===== src/rtl/hazard_pkg.sv =====
// hazard_pkg: forward encodings, wait-FSM state type and register-match helpers
package hazard_pkg;
  localparam logic [1:0] FWD_RF  = 2'b00;
  localparam logic [1:0] FWD_WB  = 2'b01;
  localparam logic [1:0] FWD_MEM = 2'b10;
  typedef enum logic {IDLE, WAIT} mem_state_t;
  function automatic logic hit(input logic en, input logic [4:0] wr, input logic [4:0] src);
    return en && (wr != 5'd0) && (wr == src);
  endfunction
  function automatic logic [1:0] fwd_sel(input logic [4:0] src, input logic rw_m, input logic [4:0] wr_m,
                                         input logic rw_w, input logic [4:0] wr_w);
    return hit(rw_m, wr_m, src) ? FWD_MEM : hit(rw_w, wr_w, src) ? FWD_WB : FWD_RF;
  endfunction
endpackage


===== src/rtl/mem_wait_fsm.sv =====
// mem_wait_fsm: data-memory wait states; in clk/rst/i_access/i_ready, out o_memstall (comb), o_error (sticky timeout)
module mem_wait_fsm
  import hazard_pkg::*;
#(
  parameter int MEM_TIMEOUT = 255
) (
  input  logic clk,
  input  logic rst,
  input  logic i_access,
  input  logic i_ready,
  output logic o_memstall,
  output logic o_error
);
  localparam int CW = $clog2(MEM_TIMEOUT + 1);
  mem_state_t     r_state;
  logic [CW-1:0]  r_wait_cnt;
  logic           r_error;
  logic           w_sat;
  assign o_memstall = i_access & ~i_ready;
  assign o_error    = r_error;
  assign w_sat      = r_wait_cnt == CW'(MEM_TIMEOUT);
  always_ff @(posedge clk) begin
    if (rst) begin
      r_state    <= IDLE;
      r_wait_cnt <= '0;
      r_error    <= 1'b0;
    end else if (r_state == IDLE || !o_memstall) begin
      r_state    <= (r_state == IDLE && o_memstall) ? WAIT : IDLE;
      r_wait_cnt <= '0;
    end else begin
      // error rises on the same edge the count reaches the timeout
      r_wait_cnt <= w_sat ? r_wait_cnt : r_wait_cnt + 1'b1;
      r_error    <= r_error | (r_wait_cnt == CW'(MEM_TIMEOUT - 1)) | w_sat;
    end
  end
endmodule


===== src/rtl/hazard_unit.sv =====
// hazard_unit: MIPS stall/flush/forward control; in D/E/M/W reg addrs and ctrl, out stalls, flushes, forwards, perf counters, mem error
module hazard_unit
  import hazard_pkg::*;
#(
  parameter int CNT_W       = 32,
  parameter int MEM_TIMEOUT = 255
) (
  input  logic             clk,
  input  logic             rst,
  input  logic [4:0]       i_rs_d,
  input  logic [4:0]       i_rt_d,
  input  logic             i_branch_d,
  input  logic [4:0]       i_rs_e,
  input  logic [4:0]       i_rt_e,
  input  logic [4:0]       i_write_reg_e,
  input  logic [4:0]       i_write_reg_m,
  input  logic [4:0]       i_write_reg_w,
  input  logic             i_reg_write_e,
  input  logic             i_reg_write_m,
  input  logic             i_reg_write_w,
  input  logic             i_mem_to_reg_e,
  input  logic             i_mem_to_reg_m,
  input  logic             i_mem_write_m,
  input  logic             i_mem_ready_m,
  output logic             o_stall_f,
  output logic             o_stall_d,
  output logic             o_stall_e,
  output logic             o_stall_m,
  output logic             o_flush_e,
  output logic             o_flush_w,
  output logic             o_forward_a_d,
  output logic             o_forward_b_d,
  output logic [1:0]       o_forward_a_e,
  output logic [1:0]       o_forward_b_e,
  output logic [CNT_W-1:0] o_stall_count,
  output logic [CNT_W-1:0] o_flush_count,
  output logic             o_mem_error
);
  logic             w_lwstall, w_brstall, w_memstall;
  logic [CNT_W-1:0] r_stall_count, r_flush_count;
  mem_wait_fsm #(.MEM_TIMEOUT(MEM_TIMEOUT)) u_fsm (
    .clk       (clk),
    .rst       (rst),
    .i_access  (i_mem_to_reg_m | i_mem_write_m),
    .i_ready   (i_mem_ready_m),
    .o_memstall(w_memstall),
    .o_error   (o_mem_error)
  );
  assign o_forward_a_e = fwd_sel(i_rs_e, i_reg_write_m, i_write_reg_m, i_reg_write_w, i_write_reg_w);
  assign o_forward_b_e = fwd_sel(i_rt_e, i_reg_write_m, i_write_reg_m, i_reg_write_w, i_write_reg_w);
  assign o_forward_a_d = hit(i_reg_write_m, i_write_reg_m, i_rs_d);
  assign o_forward_b_d = hit(i_reg_write_m, i_write_reg_m, i_rt_d);
  assign w_lwstall = hit(i_mem_to_reg_e, i_write_reg_e, i_rs_d) | hit(i_mem_to_reg_e, i_write_reg_e, i_rt_d);
  assign w_brstall = i_branch_d & (hit(i_reg_write_e, i_write_reg_e, i_rs_d) | hit(i_reg_write_e, i_write_reg_e, i_rt_d) |
                                   hit(i_mem_to_reg_m, i_write_reg_m, i_rs_d) | hit(i_mem_to_reg_m, i_write_reg_m, i_rt_d));
  assign o_stall_f = w_lwstall | w_brstall | w_memstall;
  assign o_stall_d = o_stall_f;
  assign o_stall_e = w_memstall;
  assign o_stall_m = w_memstall;
  assign o_flush_w = w_memstall;
  // a memory stall freezes E, so the dependency bubble waits until memory completes
  assign o_flush_e = (w_lwstall | w_brstall) & ~w_memstall;
  assign o_stall_count = r_stall_count;
  assign o_flush_count = r_flush_count;
  always_ff @(posedge clk) begin
    if (rst) begin
      r_stall_count <= '0;
      r_flush_count <= '0;
    end else begin
      r_stall_count <= r_stall_count + CNT_W'(o_stall_f & ~&r_stall_count);
      r_flush_count <= r_flush_count + CNT_W'(o_flush_e & ~&r_flush_count);
    end
  end
endmodule


===== config.mk =====
export PLATFORM = sky130hd
export DESIGN_NAME = hazard_unit
export DESIGN_NICKNAME = d
export VERILOG_FILES = /design/src/rtl/hazard_pkg.sv /design/src/rtl/mem_wait_fsm.sv /design/src/rtl/hazard_unit.sv
export SDC_FILE = /design/constraint.sdc
export NUM_CORES = 1
export LEC_CHECK = 0
export BUFFER_PORTS_ARGS = -buffer_cell sky130_fd_sc_hd__buf_2
export CAP_MARGIN = 20
export CORE_ASPECT_RATIO = 0.6
export CORE_MARGIN = 4
export CORE_UTILIZATION = 55
export DETAILED_ROUTE_END_ITERATION = 8
export GPL_TIMING_DRIVEN = 0
export PLACE_DENSITY = 0.85
export SYNTH_ARGS = -nofsm -noshare
export SYNTH_HDL_FRONTEND = slang
export SYNTH_HIERARCHICAL = 1
export SYNTH_SLANG_ARGS = --single-unit

===== constraint.sdc =====
create_clock -name clk -period 10.99 [get_ports clk]
set_clock_uncertainty 0.05 [all_clocks]
set_input_delay 3.297 -clock clk [delete_from_list [all_inputs] [get_ports clk]]
set_output_delay 3.297 -clock clk [all_outputs]
set_load 0.02 [all_outputs]

# After elaboration in Yosys (flattened, before gate mapping)
# Index checks and enable logic that the tools add are counted.
word_totals:
  input_bits: 45
  output_inout_bits: 77
  wordCells: 68
  register_bits: 74
op_classes:
  n_eq_ne: 10
  bitwise_logic: 17
  add_sub_neg: 3
  mux: 5
  n_reduce_logical: 28
op_table:
  columns: ["op", "n"]
  rows:
  - ["adder 32 x 1 -> 32 bit", 2]
  - ["AND reduction 32 bit", 2]
  - ["equality test 5 bit", 8]
  - ["logical AND 1 bit", 18]
  - ["equality test 8 bit (second input constant)", 2]
  - ["nonzero test 5 bit", 3]
  - ["OR 1 bit", 9]
  - ["adder 8 x 1 -> 8 bit (second input constant)", 1]
  - ["bitwise AND 1 bit", 5]
  - ["two-way mux 2 bit", 2]
  - ["zero test 1 bit", 3]
  - ["two-way mux 1 bit", 3]
  - ["NOT 1 bit", 3]
  - ["OR reduction 2 bit", 1]
  - ["logical OR 1 bit", 1]

# Longest topological paths before layout
# Gate-level depths: netlist (run 1).
logic_depth:
  ltp_word: 11
  mapped_depth: 15
  depth_no_buf: 14

# Cells and area by module
# The synthesis (run 1) kept the hierarchy.
by_module_without_submodules:
  columns: ["mod", "instances", "area_per_inst_um2", "cells_per_inst", "seq_area_each_um2"]
  rows:
  - ["hazard_unit", 1, 3393.3, 398, 1281.2]
  - ["mem_wait_fsm", 1, 466.7, 50, 200.2]

# Least setup slack after synthesis (run 1)
# Ideal clock, no wire load.
synth_timing:
  path_type: "input port to output port"
  from: "input i_write_reg_m[0]"
  to: "output o_forward_a_e[0]"
  t_arrival_ns: 4.893
  stages: 6
  required_time_ns: 7.643
  n_path_buf: 1
  slack_ns: 2.750
  cell_sequence: "clkbuf_1 > nor3_1 > nand2_1 > nand2_1 > nor4_1 > nor4_1"
synth_via:
  elab_chain_len: 4
  word_cells_on_any_way: 5
  cone_classes: "eq/ne (1); mux (1); reduce/logical (3)"
synth_rtl:
  columns: ["element", "line", "text"]
  rows:
  - ["from (decl)", "hazard_unit.sv:16", "input logic [4:0] i_write_reg_m,"]
  - ["nonzero test 5 bit", "hazard_pkg.sv:8", "return en && (wr != 5'd0) && (wr == src);"]
  - ["logical AND 1 bit", "hazard_pkg.sv:8", null]
  - ["logical AND 1 bit (*)", "hazard_pkg.sv:8", null]
  - ["two-way mux 2 bit (*)", "hazard_pkg.sv:12", "return hit(rw_m, wr_m, src) ? FWD_MEM : hit(rw_w, wr_w, src) ? FWD_WB : FWD_RF;"]
  - ["to (decl)", "hazard_unit.sv:33", "output logic [1:0] o_forward_a_e,"]
# Every way passes the cells marked *; elsewhere a longest branch is shown, timed or not.

# Worst setup path after layout (run 1)
layout_timing:
  from: "input i_write_reg_m[2]"
  to: "output o_flush_e"
layout_via:
  elab_chain_len: 8
  word_cells_on_any_way: 11
  cone_classes: "eq/ne (2); bitwise (5); reduce/logical (4)"
layout_rtl:
  columns: ["element", "line", "text"]
  rows:
  - ["nonzero test 5 bit", "hazard_pkg.sv:8", null]
  - ["logical AND 1 bit (2 in a row)", "hazard_pkg.sv:8", null]
  - ["OR 1 bit", "hazard_unit.sv:54", "assign w_brstall = i_branch_d & (hit(i_reg_write_e, i_write_reg_e, i_rs_d) | hit(i_reg_write_e, i_write_reg_e, ..."]
  - ["OR 1 bit (*)", "hazard_unit.sv:55", "hit(i_mem_to_reg_m, i_write_reg_m, i_rs_d) | hit(i_mem_to_reg_m, i_write_reg_m, i_rt_d));"]
  - ["bitwise AND 1 bit (*)", "hazard_unit.sv:54", null]
  - ["OR 1 bit (*)", "hazard_unit.sv:62", "assign o_flush_e = (w_lwstall | w_brstall) & ~w_memstall;"]
  - ["bitwise AND 1 bit (*)", "hazard_unit.sv:62", null]
  - ["to (decl)", "hazard_unit.sv:29", "output logic o_flush_e,"]
# Marked as above.

==> reports/qor.csv, run 1 <==
stage,metric,value,unit
detailed_routing,wl_met2,4650,um
detailed_routing,routedLengthMet1,4220,um
setup_path,crit_type,input pin to primary output,
logic_synthesis,synth-compound-area-share,0.0431,
detailed_routing,routed_via_density,5.41,
logic_synthesis,synth-xor-area-share,0.222,
finish,area_growth,26.5,%
setup_path,cp.arrival,4760,ps
grt,track_usage,0.233,
logic_synthesis,synth_cells,448,
detailed_routing,drc_errors,0,
logic_synthesis,yosysTopAreaCellShare,0.384,
logic_synthesis,synth_async_sr_flop_share,0,
floorplan,die_h,72.9,um
detailed_routing,antenna_left,0,
floorplan,core_area,6730,sq um
clocking,clock_latency,330,ps
logic_synthesis,synth.ff_latch_count,74,
clocking,cts_resized,0,
sta,drv_slew,0,
detailed_routing,first_iter_violations,167,
clocking,cts.htree.levels,3,
floorplan,dieArea,8470,sq um
logic_synthesis,yosys_warnings,6,
clocking,cts_buffers,9,
detailed_routing,dr.pass1.iters,5,
sta,hold_viol_final,0,
floorplan,start_util,0.573,
logic_synthesis,synthMuxAreaShare,0,
power_and_ir_drop,power.total,647,uW
grt,grt_max_degree,13,
placement,numPortBuffers,116,
detailed_routing,vias,3609,
logic_synthesis,yosysMostFrequentCell,dfxtp_1,
clocking,cts_setup_buffers,0,
run,max_cap_viol_count,0,
setup_path,critPathLaunchType,input pin,
min_path,hp-class,register to register,
setup_path,worstPathRequired,7640,ps
clocking,clkTransAtPathRegs,50,ps
logic_synthesis,synth_top_family_by_area,simple AND/OR/NAND/NOR gates,
logic_synthesis,yosysUniqueCellTypes,43,
grt,first_global_vias,3415,
detailed_routing,wl_met3,882,um
logic_synthesis,synth_area,3860,sq um
finish,drive_gt1_frac,0.264,
sta,slew_headroom,0.595,
power_and_ir_drop,power_density,132,nW/um^2
power_and_ir_drop,leakage,0.00213,uW
clocking,cts_tree,built,
floorplan,fp-row-count,23,
sta,min_period,8110,ps
detailed_routing,wl_per_cell,14.9,um
logic_synthesis,synthSimpleGateAreaFrac,0.300,
logic_synthesis,synth_area_leaders,"dfxtp_1, xor2_1, xnor2_1, nor2_1, nand3_1",
finish,fill_cells,532,
sta,tightest_slew,604,ps
logic_synthesis,seq_area_frac_synth,0.384,
logic_synthesis,yosys.area.top_type,dfxtp_1,
placement,hpwl,7420,um
clocking,clock-sinks,74,
grt,grt_pass1_wl,15800,um
finish,diodes,0,
grt,antenna_found_initial,0,
logic_synthesis,synthTopCellsByCount,"dfxtp_1, nor2_1, xor2_1",
logic_synthesis,synthFlopType,dfxtp_1,
clocking,cts_root_buffer,clkbuf_16,
detailed_routing,top_layer,met4,
floorplan,die_x,116,um
logic_synthesis,synthAdderAreaFrac,0.0194,
placement,gp_congestion,0.918,
sta,fmax,123,MHz
detailed_routing,wirelength,9920,um
clocking,ctsHoldBuffers,0,
setup_path,crit_path_end_kind,primary output,
sta,rsz0062_at_grt,false,
outcome,outcome,finished clean,
sta,setup_tns,0,ps
sta,fin_crit_sh,0.738,
logic_synthesis,syn_avg_cell_area,8.62,sq um
power_and_ir_drop,vdd_drop_max,0.0749,mV
logic_synthesis,synth_edf_count,0,
clocking,clock_path_buffers,2,
finish,layout.nets,626,
sta,setup_viol,0,
grt,grt.overflow.total,0,
floorplan,ios,122,
setup_path,critPathMaxFanout,5,
logic_synthesis,syn_nets,499,
-- worst paths after layout --
path                               start                            to  slack [ps]  cells past startpoint
max                     i_write_reg_m[2]                     o_flush_e        2880                      7
min reg2reg   u_fsm/o_error$_SDFFE_PP0N_    u_fsm/o_error$_SDFFE_PP0N_         400                      2
min           u_fsm/o_error$_SDFFE_PP0N_    u_fsm/o_error$_SDFFE_PP0N_         400                      2
max reg2reg  o_flush_count[6]$_SDFF_PP0_  o_flush_count[18]$_SDFF_PP0_        8010                     13
-- kinds of logic after synthesis --
logic type	after synthesis
AO/OA/AOI/OAI	29
XOR/XNOR	98
adder cells (fa/ha/maj)	6
buffers and inverters	26
flip-flops	74
AND/OR/NAND/NOR	215
-- registers in the layout, indices dropped and copies added (netlist names) --
register,cells
u_fsm/r_state,1
o_stall_count,32
o_flush_count,32
u_fsm/o_error,1
u_fsm/r_wait_cnt,8
-- power by group --
group,internal (uW),total (uW),switching (uW)
Sequential,270,271,1.38
Combinational,20.2,46.8,26.6
Clock,220,329,109
-- worst max-delay path: stages --
cell and delay [ps]:
clkbuf_1 280, xor2_1 110, nor3_1 180, nand3_1 120, a21o_1 210, a21oi_1 310
buf_2 240
-- layout make-up --
class	instances	area [sq um]	share of cell area
Multi-Input combinational cell	348	2260	0.462
Sequential cell	74	1480	0.303
Tap cell	87	109	0.0223
Clock buffer	10	229	0.0469
Timing Repair Buffer	116	581	0.119
Inverter	6	22.5	0.00461
Clock inverter	6	105	0.0215
Buffer	20	100	0.0205
-- cells in the final DEF (no fill, tap or decap), drive strengths merged, types with 3 or more instances in the layout --
master / count
dfxtp: 74
nor2b: 6
clkbuf: 20
nor4: 6
nand4: 11
or4: 3
bufinv: 3
buf: 126
inv: 6
xnor2: 39
a31oi: 3
and2: 3
nor3: 19
or3: 4
ha: 6
a21oi: 12
and4: 10
nand3: 42
xor2: 59
and3: 17
nor2: 66
clkinv: 3
nand2: 22
o21ai: 8
-- metrics by stage --
stage	utilization	hold WS, ps	cell area [sq um]	worst slack [ps]	std cells
2_1_floorplan	-	451	3860	2750	448
3_3_place_gp	0.676	382	4550	2910	651
3_5_place_dp	0.676	393	4550	2870	651
4_1_cts	0.725	402	4880	2870	667
5_1_grt	0.725	425	4880	2770	667
6_report	0.725	398	4880	2880	667
-- per-layer routing --
layer | global-route usage | vias up
met5 | 0 | -
met4 | 0.0682 | 0
met3 | 0.0721 | 17
met2 | 0.397 | 134
met1 | 0.285 | 1678
li1 | - | 1780
No activity file was read; power rests on OpenSTA's default activity.
==> inputs of run 2 (changes only) <==
--- a/config.mk
+++ b/config.mk
@@ -9,10 +9,10 @@
 export CAP_MARGIN = 20
 export CORE_ASPECT_RATIO = 0.6
 export CORE_MARGIN = 4
-export CORE_UTILIZATION = 55
+export CORE_UTILIZATION = 51
 export DETAILED_ROUTE_END_ITERATION = 8
 export GPL_TIMING_DRIVEN = 0
-export PLACE_DENSITY = 0.85
+export PLACE_DENSITY = 0.8
 export SYNTH_ARGS = -nofsm -noshare
 export SYNTH_HDL_FRONTEND = slang
 export SYNTH_HIERARCHICAL = 1
==> constraint.sdc (replaced) <==
create_clock -name clk -period 8 [get_ports clk]
set_clock_uncertainty 0.05 [all_clocks]
set_input_delay 2.4 -clock clk [delete_from_list [all_inputs] [get_ports clk]]
set_output_delay 2.4 -clock clk [all_outputs]
set_load 0.02 [all_outputs]
==> reports/qor.csv, run 2 (synthesis results as in run 1) <==
stage,metric,value,unit
outcome,outcome,finished clean,
grt,grt_pass1_wl,16000,um
power_and_ir_drop,switching_share,0.240,
setup_path,crit_path_end_kind,primary output,
clocking,clock-sinks,74,
detailed_routing,drc_errors,0,
min_path,hp-class,register to register,
clocking,cts_root_buffer,clkbuf_16,
floorplan,fp-row-count,24,
finish,fin_cells,684,
min_path,min_path_cells,2,
finish,layout.nets,626,
clocking,clock_path_buffers,2,
power_and_ir_drop,leakage,0.00210,uW
min_path,holdCritStartpoint,u_fsm/o_error$_SDFFE_PP0N_,
setup_path,reg2reg_from,o_flush_count[6]$_SDFF_PP0_,
finish,diodes,0,
setup_path,path_cells,"clkbuf_1, xor2_1, nor3_1, nand3_1, a21o_1, a21oi_1, buf_2",
floorplan,die_h,75.4,um
clocking,cts_setup_buffers,0,
floorplan,start_util,0.529,
power_and_ir_drop,power_density,167,nW/um^2
setup_path,reg2reg_slack,4970,ps
power_and_ir_drop,p_sw,194,uW
sta,setup_viol,0,
power_and_ir_drop,clkPwrFrac,0.461,
sta,rsz0062_at_grt,false,
detailed_routing,first_iter_violations,150,
floorplan,die_x,120,um
power_and_ir_drop,pwr-share-comb,0.080,
setup_path,cpPeakStageDelay,310,ps
placement,gp_congestion,0.943,
placement,hpwl,7820,um
clocking,cts_tree,built,
floorplan,ios,122,
grt,track_usage,0.222,
power_and_ir_drop,p_int,616,uW
clocking,cts_resized,0,
grt,grt.overflow.total,0,
setup_path,crit_type,input pin to primary output,
setup_path,r2r_cells,13,
detailed_routing,antenna_left,0,
floorplan,dieArea,9070,sq um
detailed_routing,wirelength,10100,um
sta,tightest_slew,667,ps
clocking,cts.htree.levels,3,
grt,grt_max_degree,14,
detailed_routing,wl_per_cell,14.7,um
power_and_ir_drop,pwr-share-seq,0.459,
clocking,clock_latency,330,ps
setup_path,crit_path_top_delay_cell,a21oi_1,
grt,first_global_vias,3293,
setup_path,r2r-end,o_flush_count[18]$_SDFF_PP0_,
placement,dpl-instance-area,4570,sq um
sta,hold_viol_final,0,
min_path,min_to,u_fsm/o_error$_SDFFE_PP0N_,
placement,dpl.cell_count,668,
detailed_routing,vias,3567,
finish,final_common_cell,buf_2,
finish,area_growth,25.7,%
finish,mostFrequentLayoutCells,"buf_2, dfxtp_1, nor2_1, xor2_1, nand3_1",
sta,slew_headroom,0.552,
sta,fmax,158,MHz
placement,numPortBuffers,116,
floorplan,core_area,7300,sq um
finish,final_area,4850,sq um
setup_path,worstPathRequired,5550,ps
clocking,clkTransAtPathRegs,60,ps
sta,min_period,6350,ps
sta,fin_crit_sh,0.793,
setup_path,critPathMaxFanout,5,
setup_path,critPathLaunchType,input pin,
power_and_ir_drop,vdd_drop_max,0.178,mV
run,max_cap_viol_count,0,
sta,hold_ws,396,ps
detailed_routing,dr.pass1.iters,5,
sta,setup_tns,0,ps
finish,drive_gt1_frac,0.266,
sta,drv_slew,0,
grt,antenna_found_initial,0,
detailed_routing,routed_via_density,5.21,
setup_path,cp.arrival,3900,ps
clocking,ctsHoldBuffers,0,
clocking,cts_buffers,9,
-- run 2: cell types whose count changed in the layout (fill, tap and decap cells not counted), sizes merged --
cell	before	now
clkinvlp	0	2
bufinv	3	0
clkinv	3	4
-- run 2: power by group through the flow --
| stage | Combinational [uW] | Clock [uW] | Sequential (uW) |
|---|---|---|---|
| floorplan | 35.4 | 0 | 382 |
| global placement | 63.3 | 0 | 380 |
| detailed placement | 64.6 | 0 | 380 |
| CTS | 65.0 | 380 | 372 |
| global route | 71.9 | 398 | 373 |
| finish | 64.9 | 373 | 372 |
-- run 2: worst max-delay path by stage --
stage,from,endpoint,cells past startpoint
CTS,i_write_reg_m[3],o_flush_e,7
detailed placement,i_write_reg_m[3],o_flush_e,7
global route,i_write_reg_m[3],o_flush_e,7
global placement,i_write_reg_m[3],o_flush_e,7
floorplan,i_write_reg_m[0],o_forward_a_e[0],6
finish,i_write_reg_m[3],o_flush_e,7
-- run 2: through the flow --
step	setup slack, ps	total power [uW]	util
after CTS	1660	818	0.665
after floorplan	1550	418	-
after global placement	1660	444	0.626
after detailed placement	1660	445	0.626
after global routing	1470	842	0.665
final	1650	811	0.665
-- run 2: metal layers --
metal,vias up,wire (um),global-route usage
met5,-,0,0
li1,1780,-,-
met3,8,872,0.0757
met1,1650,4570,0.288
met4,0,65,0.0578
met2,129,4570,0.361
-- run 2: cell type report --
class                   instances  area [sq um]
fillers                       643          2440
multi-input cells             348          2260
well taps                     104           130
clock inverters                 6          42.5
inverters                       6          22.5
clock buffers                  10           239
plain buffers                  20           100
flip-flops and latches         74          1480
repair buffers                116           581
-- run 2: critical path, delay by kind of cell --
family / cells / cell delay [ps]
compound gates: 2 / 540
simple gates: 2 / 320
buf+inv: 2 / 520
xor+xnor: 1 / 120
==> inputs of run 3 (changes only) <==
--- a/config.mk
+++ b/config.mk
@@ -9,10 +9,10 @@
 export CAP_MARGIN = 20
 export CORE_ASPECT_RATIO = 0.6
 export CORE_MARGIN = 4
-export CORE_UTILIZATION = 51
+export CORE_UTILIZATION = 46
 export DETAILED_ROUTE_END_ITERATION = 8
 export GPL_TIMING_DRIVEN = 0
-export PLACE_DENSITY = 0.8
+export PLACE_DENSITY = 0.76
 export SYNTH_ARGS = -nofsm -noshare
 export SYNTH_HDL_FRONTEND = slang
 export SYNTH_HIERARCHICAL = 1
==> constraint.sdc (replaced) <==
create_clock -name clk -period 5.3 [get_ports clk]
set_clock_uncertainty 0.05 [all_clocks]
set_input_delay 1.59 -clock clk [delete_from_list [all_inputs] [get_ports clk]]
set_output_delay 1.59 -clock clk [all_outputs]
set_load 0.02 [all_outputs]
==> reports/qor.csv, run 3 (synthesis results as in run 1) <==
stage,metric,value,unit
detailed_routing,antenna_left,0,
clocking,clock_path_buffers,2,
sta,setup_viol,0,
sta,rsz0062_at_grt,false,
power_and_ir_drop,clkPwrFrac,0.452,
power_and_ir_drop,power_density,249,nW/um^2
power_and_ir_drop,power.total,1210,uW
sta,hold_viol_final,0,
outcome,outcome,finished clean,
floorplan,dieArea,9970,sq um
setup_path,worstSetupEndpoint,o_flush_e,
finish,final_common_cell,buf_2,
power_and_ir_drop,leakage,0.00210,uW
clocking,cts_resized,0,
power_and_ir_drop,vdd_drop_max,0.245,mV
detailed_routing,vias,3618,
floorplan,start_util,0.482,
setup_path,critPathMaxFanout,5,
floorplan,die_x,126,um
finish,diodes,0,
detailed_routing,dr.pass1.iters,4,
floorplan,ios,122,
power_and_ir_drop,pwr-share-seq,0.466,
detailed_routing,drc_errors,0,
sta,slew_headroom,0.554,
setup_path,critPathLaunch,i_write_reg_m[3],
sta,setup_tns,0,ps
sta,hold_ws,398,ps
sta,min_period,4720,ps
setup_path,worstPathRequired,3660,ps
grt,grt.overflow.total,0,
detailed_routing,first_iter_violations,95,
sta,fin_crit_sh,0.891,
floorplan,die_h,79.0,um
grt,antenna_found_initial,0,
placement,gp_congestion,0.945,
setup_path,crit_path_end_kind,primary output,
finish,regArea,1480,sq um
finish,drive_gt1_frac,0.260,
floorplan,core_area,8010,sq um
grt,grt_max_degree,12,
floorplan,fp-row-count,25,
finish,fill_cells,731,
clocking,clock_latency,320,ps
finish,area_growth,25.4,%
sta,tightest_slew,663,ps
clocking,cts_tree,built,
clocking,cts_root_buffer,clkbuf_16,
detailed_routing,routed_via_density,5.26,
setup_path,crit_type,input pin to primary output,
clocking,cts_buffers,9,
clocking,clkTransAtPathRegs,60,ps
finish,mostFrequentLayoutCells,"buf_2, dfxtp_1, nor2_1, xor2_1, nand3_1",
clocking,cts.htree.levels,3,
finish,layout.nets,626,
power_and_ir_drop,pwr-share-comb,0.081,
placement,numPortBuffers,116,
setup_path,r2r-end,o_stall_count[16]$_SDFF_PP0_,
run,max_cap_viol_count,0,
grt,grt_pass1_wl,17000,um
detailed_routing,wirelength,10300,um
detailed_routing,wl_per_cell,14.9,um
clocking,ctsHoldBuffers,0,
grt,first_global_vias,3497,
grt,track_usage,0.207,
setup_path,reg2reg_slack,2250,ps
setup_path,reg2reg_from,o_stall_count[9]$_SDFF_PP0_,
sta,fmax,212,MHz
placement,hpwl,7880,um
power_and_ir_drop,switching_share,0.230,
setup_path,critPathLaunchType,input pin,
min_path,hp-class,register to register,
finish,multiInputGateArea,2260,sq um
power_and_ir_drop,p_sw,277,uW
clocking,clock-sinks,74,
setup_path,cp.arrival,3080,ps
power_and_ir_drop,p_int,929,uW
clocking,cts_setup_buffers,0,
setup_path,r2r_cells,13,
sta,drv_slew,0,
## run 3: routing by layer
metal	global-route usage	wire (um)
met1	0.280	4980
met2	0.331	4390
met3	0.0524	796
met4	0.0546	90
met5	0	0
## run 3: layout make-up
| class | count | area share |
|---|---|---|
| buffer | 20 | 0.0207 |
| clock buffer | 13 | 0.0517 |
| clock inverter | 3 | 0.00310 |
| inverter | 6 | 0.00465 |
| multi-input combinational | 348 | 0.466 |
| sequential | 74 | 0.306 |
| tap | 108 | 0.0279 |
| timing repair buffer | 116 | 0.120 |
## run 3: worst min-delay path by stage
stage,from,endpoint,depth (start not counted)
CTS,u_fsm/o_error$_SDFFE_PP0N_,u_fsm/o_error$_SDFFE_PP0N_,2
floorplan,u_fsm/r_wait_cnt[0]$_SDFFE_PP0P_,u_fsm/r_wait_cnt[0]$_SDFFE_PP0P_,2
global placement,u_fsm/o_error$_SDFFE_PP0N_,u_fsm/o_error$_SDFFE_PP0N_,2
global route,u_fsm/o_error$_SDFFE_PP0N_,u_fsm/o_error$_SDFFE_PP0N_,2
detailed placement,u_fsm/o_error$_SDFFE_PP0N_,u_fsm/o_error$_SDFFE_PP0N_,2
finish,u_fsm/o_error$_SDFFE_PP0N_,u_fsm/o_error$_SDFFE_PP0N_,2
## run 3: critical path, cell delays in order
cell	delay [ps]
clkbuf_1	280
xor2_1	120
nor3_1	230
nand3_1	130
a21o_1	210
a21oi_1	290
buf_2	230
## run 3: power by group through the flow
stage	clock network (uW)	registers [uW]	logic, uW
floorplan	0	577	53.5
global placement	0	574	97.8
detailed placement	0	574	98.1
CTS	557	562	98.8
global route	577	563	108
finish	545	562	98.1
## run 3: per-stage QoR
step	cell area, sq um	worst slack, ps	std cells	util
detailed placement	4580	541	672	0.571
floorplan	3860	474	448	-
finish	4840	575	688	0.605
CTS	4840	571	688	0.605
global route	4840	448	688	0.605
global placement	4580	582	672	0.571
